<file path="src/rtl/branch_resolver.sv">
// branch_resolver: checks each resolved branch against its prediction,
// flushes the pipeline and redirects fetch on a mispredict, emits a
// predictor-update pulse per branch and keeps saturating perf counters.
module branch_resolver #(
  parameter int NUM_WARPS    = 4,
  parameter int NW_BITS      = (NUM_WARPS > 1) ? $clog2(NUM_WARPS) : 1,
  parameter int PC_BITS      = 32,
  parameter int FLUSH_CYCLES = 2,
  parameter int PERF_BITS    = 32
) (
  input  logic                 clk,
  input  logic                 reset,
  input  logic                 res_valid,
  output logic                 res_ready,
  input  logic [NW_BITS-1:0]   res_wid,
  input  logic [PC_BITS-1:0]   res_pc,
  input  logic                 res_taken,
  input  logic [PC_BITS-1:0]   res_target,
  input  logic                 pred_taken,
  input  logic [PC_BITS-1:0]   pred_target,
  output logic                 branch_mispredict_flush,
  output logic                 redir_valid,
  input  logic                 redir_ready,
  output logic [NW_BITS-1:0]   redir_wid,
  output logic [PC_BITS-1:0]   redir_pc,
  output logic                 upd_valid,
  output logic [NW_BITS-1:0]   upd_wid,
  output logic [PC_BITS-1:0]   upd_pc,
  output logic                 upd_taken,
  output logic [PC_BITS-1:0]   upd_target,
  output logic [PERF_BITS-1:0] perf_branches,
  output logic [PERF_BITS-1:0] perf_mispredicts
);

  localparam int CNT_BITS = (FLUSH_CYCLES > 1) ? $clog2(FLUSH_CYCLES) : 1;
  localparam logic [CNT_BITS-1:0] CNT_LOAD = CNT_BITS'(FLUSH_CYCLES - 1);
  localparam logic [PERF_BITS-1:0] PERF_MAX = {PERF_BITS{1'b1}};

  typedef enum logic [1:0] {IDLE = 2'd0, FLUSH = 2'd1, REDIRECT = 2'd2} state_t;

  state_t               state_reg, state_next;
  logic [CNT_BITS-1:0]  cnt_reg;
  logic [NW_BITS-1:0]   redir_wid_reg;
  logic [PC_BITS-1:0]   redir_pc_reg;
  logic                 upd_valid_reg;
  logic [NW_BITS-1:0]   upd_wid_reg;
  logic [PC_BITS-1:0]   upd_pc_reg;
  logic                 upd_taken_reg;
  logic [PC_BITS-1:0]   upd_target_reg;
  logic [PERF_BITS-1:0] perf_branches_reg;
  logic [PERF_BITS-1:0] perf_mispredicts_reg;

  logic               accept;
  logic [PC_BITS-1:0] fallthrough;
  logic [PC_BITS-1:0] actual_npc;
  logic [PC_BITS-1:0] pred_npc;
  logic               mispredict;

  // Only compare next-PCs, so a taken prediction to the fallthrough address
  // is equivalent to not-taken; the +4 wraps modulo 2^PC_BITS.
  assign res_ready   = (state_reg == IDLE);
  assign accept      = res_valid && res_ready;
  assign fallthrough = res_pc + PC_BITS'(4);
  assign actual_npc  = res_taken ? res_target : fallthrough;
  assign pred_npc    = pred_taken ? pred_target : fallthrough;
  assign mispredict  = (actual_npc != pred_npc);

  // State register
  always_ff @(posedge clk) begin
    if (reset) state_reg <= IDLE;
    else       state_reg <= state_next;
  end

  // Next-state logic
  always_comb begin
    state_next = state_reg;
    case (state_reg)
      IDLE:     if (accept && mispredict) state_next = FLUSH;
      FLUSH:    if (cnt_reg == '0) state_next = REDIRECT;
      REDIRECT: if (redir_ready) state_next = IDLE;
      default:  state_next = IDLE;
    endcase
  end

  // Flush down-counter: loaded on the mispredicting accept, runs during FLUSH
  always_ff @(posedge clk) begin
    if (reset)                             cnt_reg <= '0;
    else if (accept && mispredict)         cnt_reg <= CNT_LOAD;
    else if (state_reg == FLUSH && cnt_reg != '0) cnt_reg <= cnt_reg - 1'b1;
  end

  // Capture redirect target and predictor-update payload on every accept
  always_ff @(posedge clk) begin
    if (reset) begin
      redir_wid_reg  <= '0;
      redir_pc_reg   <= '0;
      upd_valid_reg  <= 1'b0;
      upd_wid_reg    <= '0;
      upd_pc_reg     <= '0;
      upd_taken_reg  <= 1'b0;
      upd_target_reg <= '0;
    end else begin
      upd_valid_reg <= accept;
      if (accept) begin
        redir_wid_reg  <= res_wid;
        redir_pc_reg   <= actual_npc;
        upd_wid_reg    <= res_wid;
        upd_pc_reg     <= res_pc;
        upd_taken_reg  <= res_taken;
        upd_target_reg <= res_target;
      end
    end
  end

  // Saturating branch and mispredict counters
  always_ff @(posedge clk) begin
    if (reset) begin
      perf_branches_reg    <= '0;
      perf_mispredicts_reg <= '0;
    end else if (accept) begin
      if (perf_branches_reg != PERF_MAX)
        perf_branches_reg <= perf_branches_reg + 1'b1;
      if (mispredict && perf_mispredicts_reg != PERF_MAX)
        perf_mispredicts_reg <= perf_mispredicts_reg + 1'b1;
    end
  end

  // Output decode: flush and redirect come straight from state, so they can
  // never overlap; redirect payload is zeroed when no request is pending.
  always_comb begin
    branch_mispredict_flush = (state_reg == FLUSH);
    redir_valid             = (state_reg == REDIRECT);
    redir_wid               = redir_valid ? redir_wid_reg : '0;
    redir_pc                = redir_valid ? redir_pc_reg : '0;
    upd_valid               = upd_valid_reg;
    upd_wid                 = upd_wid_reg;
    upd_pc                  = upd_pc_reg;
    upd_taken               = upd_taken_reg;
    upd_target              = upd_target_reg;
    perf_branches           = perf_branches_reg;
    perf_mispredicts        = perf_mispredicts_reg;
  end

endmodule

</file>
<file path="config.mk">
export PLATFORM = sky130hd
export DESIGN_NAME = branch_resolver
export DESIGN_NICKNAME = d
export VERILOG_FILES = /design/src/rtl/branch_resolver.sv
export SDC_FILE = /design/constraint.sdc
export NUM_CORES = 1
export LEC_CHECK = 0
export CAP_MARGIN = 10
export CORE_AREA = 2 2 114 171
export CTS_BUF_LIST = sky130_fd_sc_hd__clkbuf_8
export DETAILED_ROUTE_END_ITERATION = 8
export DIE_AREA = 0 0 116 173
export DONT_BUFFER_PORTS = 1
export PLACE_DENSITY_LB_ADDON = 0.1
export SLEW_MARGIN = 20
export SYNTH_ARGS = -nofsm -noshare
export SYNTH_HDL_FRONTEND = slang
export SYNTH_SLANG_ARGS = --single-unit
</file>
<file path="constraint.sdc">
create_clock -name clk -period 3.3 [get_ports clk]
set_input_delay 0.165 -clock clk [delete_from_list [all_inputs] [get_ports clk]]
set_output_delay 0.165 -clock clk [all_outputs]
set_load 0.005 [all_outputs]
</file>
======== Yosys cells after proc, flatten, opt, wreduce, memory -nomap -nowiden ========
Cells that the tools add are included.
storage, ports and cells
  register bits after elaboration ......... 167
  input bits .............................. 104
cells by class
  add/subtract/negate cells ............... 4
  equality and inequality tests ........... 8
  muxes and demuxes ....................... 10
  reductions and logical operators ........ 9
operator list
  cell                                                             count
  32-bit two-way mux                                               3
  32-bit by 1-bit adder with 32-bit output, second input constant  2
  32-bit != test, second input constant                            2
  32-bit by 3-bit adder with 32-bit output, second input constant  1
  32-bit != test                                                   1
  2-bit two-way mux                                                4
  2-bit case mux with 3 select lines                               1
  1-bit logical AND                                                4
  2-bit by 1-bit != test with 1-bit output, second input constant  2
  2-bit AND reduction                                              2
  3-bit AND reduction                                              1
  2-bit by 1-bit == test with 1-bit output, second input constant  1
  2-bit == test, second input constant                             1
  2-bit zero test                                                  1
  1-bit two-way mux                                                2
  2-bit != test, second input constant                             1
  2-bit nonzero test                                               1
  1-bit subtractor, second input constant                          1

======== Longest topological paths before layout ========
Gate-level depths: netlist (run 1).
  depth in word-level cells ............... 6
  gate-level depth with buffers ........... 14

======== Worst setup path before layout (run 1) ========
OpenSTA, ideal clock, no wires.
  kind .................................... input -> register
  start ................................... input port res_pc[7]
  end ..................................... register perf_mispredicts_reg[10] (netlist: perf_mispredicts[10])
  library setup time ...................... 0.121 ns
  arrival time ............................ 3.156 ns
  data required time ...................... 3.179 ns
  path slack .............................. 0.022 ns
  stages on the path ...................... 13
  cell sequence ........................... buf_4 -> and4_1 -> buf_4 -> nand4_4 -> or3_4 -> a31oi_4 -> xor2_1 -> o2111ai_1 -> o41a_1 -> nor4_4 -> buf_6 -> nor4_2 -> mux2_4
between the ends
  cells in the longest elaborated chain, start to end .. 5
  elaborated cells between the ends (all ways) .. 6
RTL lines
  item                                          line    source
  start: declaration                            16      input logic [PC_BITS-1:0] res_pc,
  32-bit by 3-bit adder with 32-bit output (*)  63      assign fallthrough = res_pc + PC_BITS'(4);
  32-bit two-way mux, on equally long branches  64, 65
  32-bit != test (*)                            66      assign mispredict = (actual_npc != pred_npc);
  1-bit logical AND (*)                         123     if (mispredict && perf_mispredicts_reg != PERF_MAX)
  2-bit AND reduction (no line) (*)             --
  end signal: assignment                        124     perf_mispredicts_reg <= perf_mispredicts_reg + 1'b1;
  end: declaration                              51      logic [PERF_BITS-1:0] perf_mispredicts_reg;
Mark *: on every way between the ends. The rest lies on a longest branch, timed or not.
A chain may end at the register's enable or synchronous reset.

======== Worst setup path after layout (run 1) ========
  start ................................... register perf_mispredicts_reg[13] (netlist: perf_mispredicts[13])
  end ..................................... register perf_mispredicts_reg[7] (netlist: perf_mispredicts[7])
between the ends
  cells in the longest elaborated chain, start to end .. 3
RTL lines
  item                           line
  32-bit != test                 123
  1-bit logical AND              123
  2-bit AND reduction (no line)  --
Every way passes these cells.

==> metrics, run 1 <==
status=completed; DIE AREA=20100 um^2; Cells after Synth=1290; Syn Std Cell Area=9990 um^2; vias per cell=6.02; post-CTS sizing=0; GRT overflow=0; TritonCTS clock tree=done; DP HPWL=23300 um; Area Overhead vs Synth=16.0%; Peak Freq=336 MHz; clock sinks=167; worst hold path type=in -> reg; Worst Path Max Fanout=27; Crit path required time=3700 ps; Clock Root Buffer=clkbuf_8; n_diodes=0; largest area contributor in the netlist=dfxtp_1; # rows=61; GRT Total Usage=32.8%; critical path type=reg -> reg; antenna violations before repair=0; fin nets=1458; Area contributors post-synth=dfxtp_1, nand2_1, a21oi_1, xnor2_1, xor2_1; post-route setup slack=322 ps; syn nets=1397; Distinct cells, synth=72; top-area cell type share of the netlist area=33.5%; IO Pins=273; setup TNS=0 ps; Seq cells post-synth=167; Post-CTS Hold Fix Bufs=75; Final Skew=9.79 ps; fin. max-slew vios=0; placed insts=1509; max-cap violation count=0; leak pwr=4.16 nW; Initial Util=54.1%; hold path cells=4; Post-Layout Inst Area=11600 um^2; Detailed Route Iter0 Violations=741; Clk pin slew, worst setup/hold paths=90 ps; Power, Total=4.45 mW; Final Hold Vio Count=0; GP Congestion=0.999; min Tclk post-route=2980 ps; sequential share of the synthesized area=33.5%; Worst-Margin Slew=981 ps; remaining antenna violation count=0; htree depth=4; drt wl/cell=20.8 um; Final period util=90.2%; post-CTS setup buffer count=0; VDD IR-drop max=198 uV; PortBufs=0; final setup violation count=0; Area after DPL=10400 um^2; Total Routed Length=33600 um; CTS Buffer Depth=2; FILL cells=1717; layout cells sized above 1=10.1%; core box area=18500 um^2; number of global-route vias before repair=9286; unrepaired setup endpoints after global routing=false; final core occ=62.7%; Worst slew margin=34.6%; PD cells=384 nW/um^2; DR pass1 iterations=5; total CTS buffers=17; crit path launch type=flip-flop; Chip Height=173 um; ys async rst share=0%; EDFF count, synth=0; ys flop type=dfxtp_1; first-pass GRT wire length=51100 um; DRC errors left=0; clk_lat worst skew=480 ps; crit path DAT=3380 ps; Avg Synthesized Cell Area=7.74 um^2; hold slack=21.6 ps; Die W=116 um; total number of vias=9727; cells on worst reg2reg path=11; largest net degree at the start of global routing=182; Layout Cells excl Fill=1616; worst slack, placed=-47.6 ps; critical path endpoint category=flip-flop; synth warn=0
==> cell usage in the layout, fill, tap and decap left out, drive strengths merged, types with 14 or more instances in the layout <==
cell	netlist	layout
o21ai	34	34
buf	25	68
nor2	83	83
dfxtp	167	167
clkbuf	75	19
o211ai	15	15
nor3	25	25
mux2i	16	16
o31ai	17	17
a21oi	133	133
mux2	20	20
xor2	55	55
or4	14	14
nand3	39	39
and2	40	40
nand2	234	234
dlygate4sd3	0	74
nor4	18	18
nand4	37	37
xnor2	70	70
or3	17	17
nor2b	23	23
inv	21	26
==> worst max-delay path, stage by stage (launching register included) <==
cell,delay (ps)
dfxtp_1,370
and4_1,250
and4_1,240
and4_1,230
and3_1,200
and3_1,240
and3_1,200
a41o_1,270
buf_12,170
nor2_1,170
or4bb_1,400
a21oi_1,160
==> cell usage after synthesis (all sizes together), types with 3 or more instances <==
cell,instances
xnor2,70
or4,14
a311oi,3
dfxtp,167
nand2b,8
and3,13
nand3,39
mux2i,16
or3,17
nor2,83
buf,25
nand2,234
o32ai,4
or4bb,3
mux2,20
o211ai,15
a211oi,11
nor3b,9
ha,3
a31oi,5
clkbuf,75
or2,4
and2,40
xor2,55
o41ai,3
nor2b,23
nor4,18
inv,21
nor3,25
o31ai,17
o21ai,34
a21oi,133
a2111oi,3
nand4,37
and4,11
o2111ai,4
==> power breakdown <==
| part | total [mW] | internal (mW) | switching (mW) |
|---|---|---|---|
| Clock | 1.54 | 0.721 | 0.817 |
| Combinational | 0.728 | 0.317 | 0.411 |
| Sequential | 2.18 | 2.11 | 0.0714 |
==> cell type report <==
class / instances / area [um^2] / area share [%]
flip-flops and latches: 167 / 3340 / 28.9
multi-input cells: 1002 / 6130 / 52.9
clock buffers: 19 / 262 / 2.26
repair buffers: 142 / 1310 / 11.3
inverters: 21 / 78.8 / 0.681
well taps: 252 / 315 / 2.72
clock inverters: 13 / 144 / 1.24
==> metal layers <==
metal | wire length [um] | GRT usage, % | vias to the layer above
li1 | - | - | 4612
met1 | 12900 | 38.0 | 4592
met2 | 16400 | 55.0 | 430
met3 | 2800 | 9.18 | 93
met4 | 1560 | 15.6 | 0
met5 | 0 | 0 | -
==> cell families (layout without fill, tap and decap cells) <==
kind of cell	count (synthesis)	in the layout	share of synthesized area [%]
simple gates	582	582	29.6
compound gates	254	254	15.6
flops	167	167	33.5
xor+xnor	127	127	11.4
buf+inv	121	195	5.26
mux	36	36	4.23
fa+ha+maj	3	3	0.376
==> worst paths after layout <==
path | from | to | slack, ps
min reg2reg | redir_pc_reg[10] | redir_pc_reg[10] | 450
max reg2reg | perf_mispredicts[13] | perf_mispredicts[7] | 320
max | perf_mispredicts[13] | perf_mispredicts[7] | 320
min | res_target[10] | redir_pc_reg[10] | 20
Power figures use the tool's default switching activity.
==> run 2: changes to the inputs <==
CORE_AREA = 2 2 132 147   (was 2 2 114 171)
DIE_AREA = 0 0 134 149   (was 0 0 116 173)
==> metrics, run 2 (same netlist as run 1, synthesis figures left out) <==
PortBufs=0; fin nets=1441; Final Skew=14.8 ps; Worst-Margin Slew=1030 ps; Net Switching=1.38 mW; critical path type=reg -> reg; Clk pin slew, worst setup/hold paths=110 ps; Die W=134 um; Logic pwr share=16.0%; htree depth=4; internal power=2.98 mW; worst slack, placed=-65.2 ps; DIE AREA=20000 um^2; crit path cell chain=and4_1 > and4_1 > and4_1 > and3_1 > and3_1 > and3_1 > a41o_1 > buf_12 > nor2_1 > or4bb_1 > a21oi_1; DR pass1 iterations=5; Clock Root Buffer=clkbuf_8; layout cells sized above 1=9.35%; clock share of power=33.9%; commonest non-fill, non-tap cell in the layout=nand2_1; hold path cells=2; Total Routed Length=32000 um; FILL cells=1747; min Tclk post-route=2950 ps; TritonCTS clock tree=done; setup TNS=0 ps; GRT Total Usage=31.1%; Worst slew margin=31.3%; DRC errors left=0; Chip Height=149 um; FF-to-FF Start=perf_mispredicts[12]; crit-path max cell delay=410 ps; commonest non-fill, non-tap cells in the layout=nand2_1, dfxtp_1, a21oi_1, nor2_1, dlygate4sd3_1; first-pass GRT wire length=49000 um; leak pwr=4.07 nW; clock sinks=167; total CTS buffers=17; Critical Path Start=perf_mispredicts[12]; Net Sw Frac=31.7%; number of global-route vias before repair=8948; worst hold path type=in -> reg; Detailed Route Iter0 Violations=801; DP HPWL=22000 um; launch point of the worst hold path=res_target[16]; sequential fraction of design power=50.0%; placed insts=1490; Initial Util=53.6%; PD cells=382 nW/um^2; largest net degree at the start of global routing=181; Peak Freq=339 MHz; final setup violation count=0; remaining antenna violation count=0; IO Pins=273; cells on worst reg2reg path=11; Final Hold Vio Count=0; Layout Cells excl Fill=1595; unrepaired setup endpoints after global routing=false; crit path launch type=flip-flop; vias per cell=5.98; status=completed; GRT overflow=0; clk_lat worst skew=480 ps; antenna violations before repair=1; Worst Path Max Fanout=32; slowest cell on the critical path=or4bb_1; GP Congestion=1.01; critical path endpoint category=flip-flop; # rows=53; post-route setup slack=347 ps; core box area=18600 um^2; Area Overhead vs Synth=14.3%; crit path DAT=3360 ps; total number of vias=9534; Crit path required time=3710 ps; fin. max-slew vios=0; drt wl/cell=20.1 um; Final period util=89.5%; post-CTS setup buffer count=0; CTS Buffer Depth=2; max-cap violation count=0; VDD IR-drop max=230 uV
==> run 2: cell types whose count changed in the layout (fill, tap and decap cells not counted), sizes merged <==
cell	delta
clkinv	+2
bufinv	-2
inv	+3
buf	-14
clkbuf	-2
diode	+1
dlygate4sd3	-3
clkinvlp	-1
==> run 2: per-stage QoR <==
| stage | power, mW | util [%] | hold slack (ps) | instance area [um^2] |
|---|---|---|---|---|
| floorplan | 2.71 | - | 301 | 9990 |
| global placement | 2.79 | 55.2 | 246 | 10300 |
| detailed placement | 2.80 | 55.2 | 247 | 10300 |
| CTS | 4.38 | 61.2 | 0.835 | 11400 |
| global route | 4.55 | 61.3 | 13.4 | 11400 |
| finish | 4.36 | 61.3 | 18.2 | 11400 |
==> run 2: final cells by class <==
type / count / area (um^2) / share of cell area, %
Multi-Input combinational cell: 1002 / 6140 / 53.8
Sequential cell: 167 / 3340 / 29.3
Timing Repair Buffer: 125 / 1160 / 10.2
Tap cell: 247 / 309 / 2.71
Clock buffer: 17 / 234 / 2.05
Clock inverter: 15 / 151 / 1.33
Inverter: 21 / 78.8 / 0.690
Antenna cell: 1 / 2.50 / 0.0219
==> run 2: critical path, delay by kind of cell (launching register included) <==
kind / cells / cell delay, ps
buffers and inverters: 1 / 180
DFF: 1 / 380
and+or+nand+nor: 8 / 1910
AOI/OAI and AO/OA: 2 / 420
==> run 2: per-layer routing <==
| metal | global-route usage, % | routed length (um) |
|---|---|---|
| met1 | 38.6 | 12900 |
| met2 | 50.1 | 14800 |
| met3 | 10.6 | 3240 |
| met5 | 0 | 0 |
| met4 | 11.5 | 1080 |
==> run 2: timing repair <==
action	4_1_cts	5_1_grt
hold buffers	72	0
endpoints found under the setup margin	0	5
resized for setup	0	1
hold endpoints to repair	167	0
==> run 2: worst paths after layout <==
| check | to | slack [ps] |
|---|---|---|
| worst max-delay path | perf_mispredicts[9] | 350 |
| worst max register to register | perf_mispredicts[9] | 350 |
| worst min-delay path | redir_pc_reg[16] | 20 |
| worst min register to register | redir_pc_reg[11] | 450 |
==> run 2: power groups by stage <==
stage	clock network (mW)	logic, mW	registers (mW)
global route	1.60	0.761	2.20
finish	1.48	0.700	2.18
detailed placement	0	0.571	2.23
global placement	0	0.566	2.23
floorplan	0	0.507	2.21
CTS	1.51	0.694	2.18
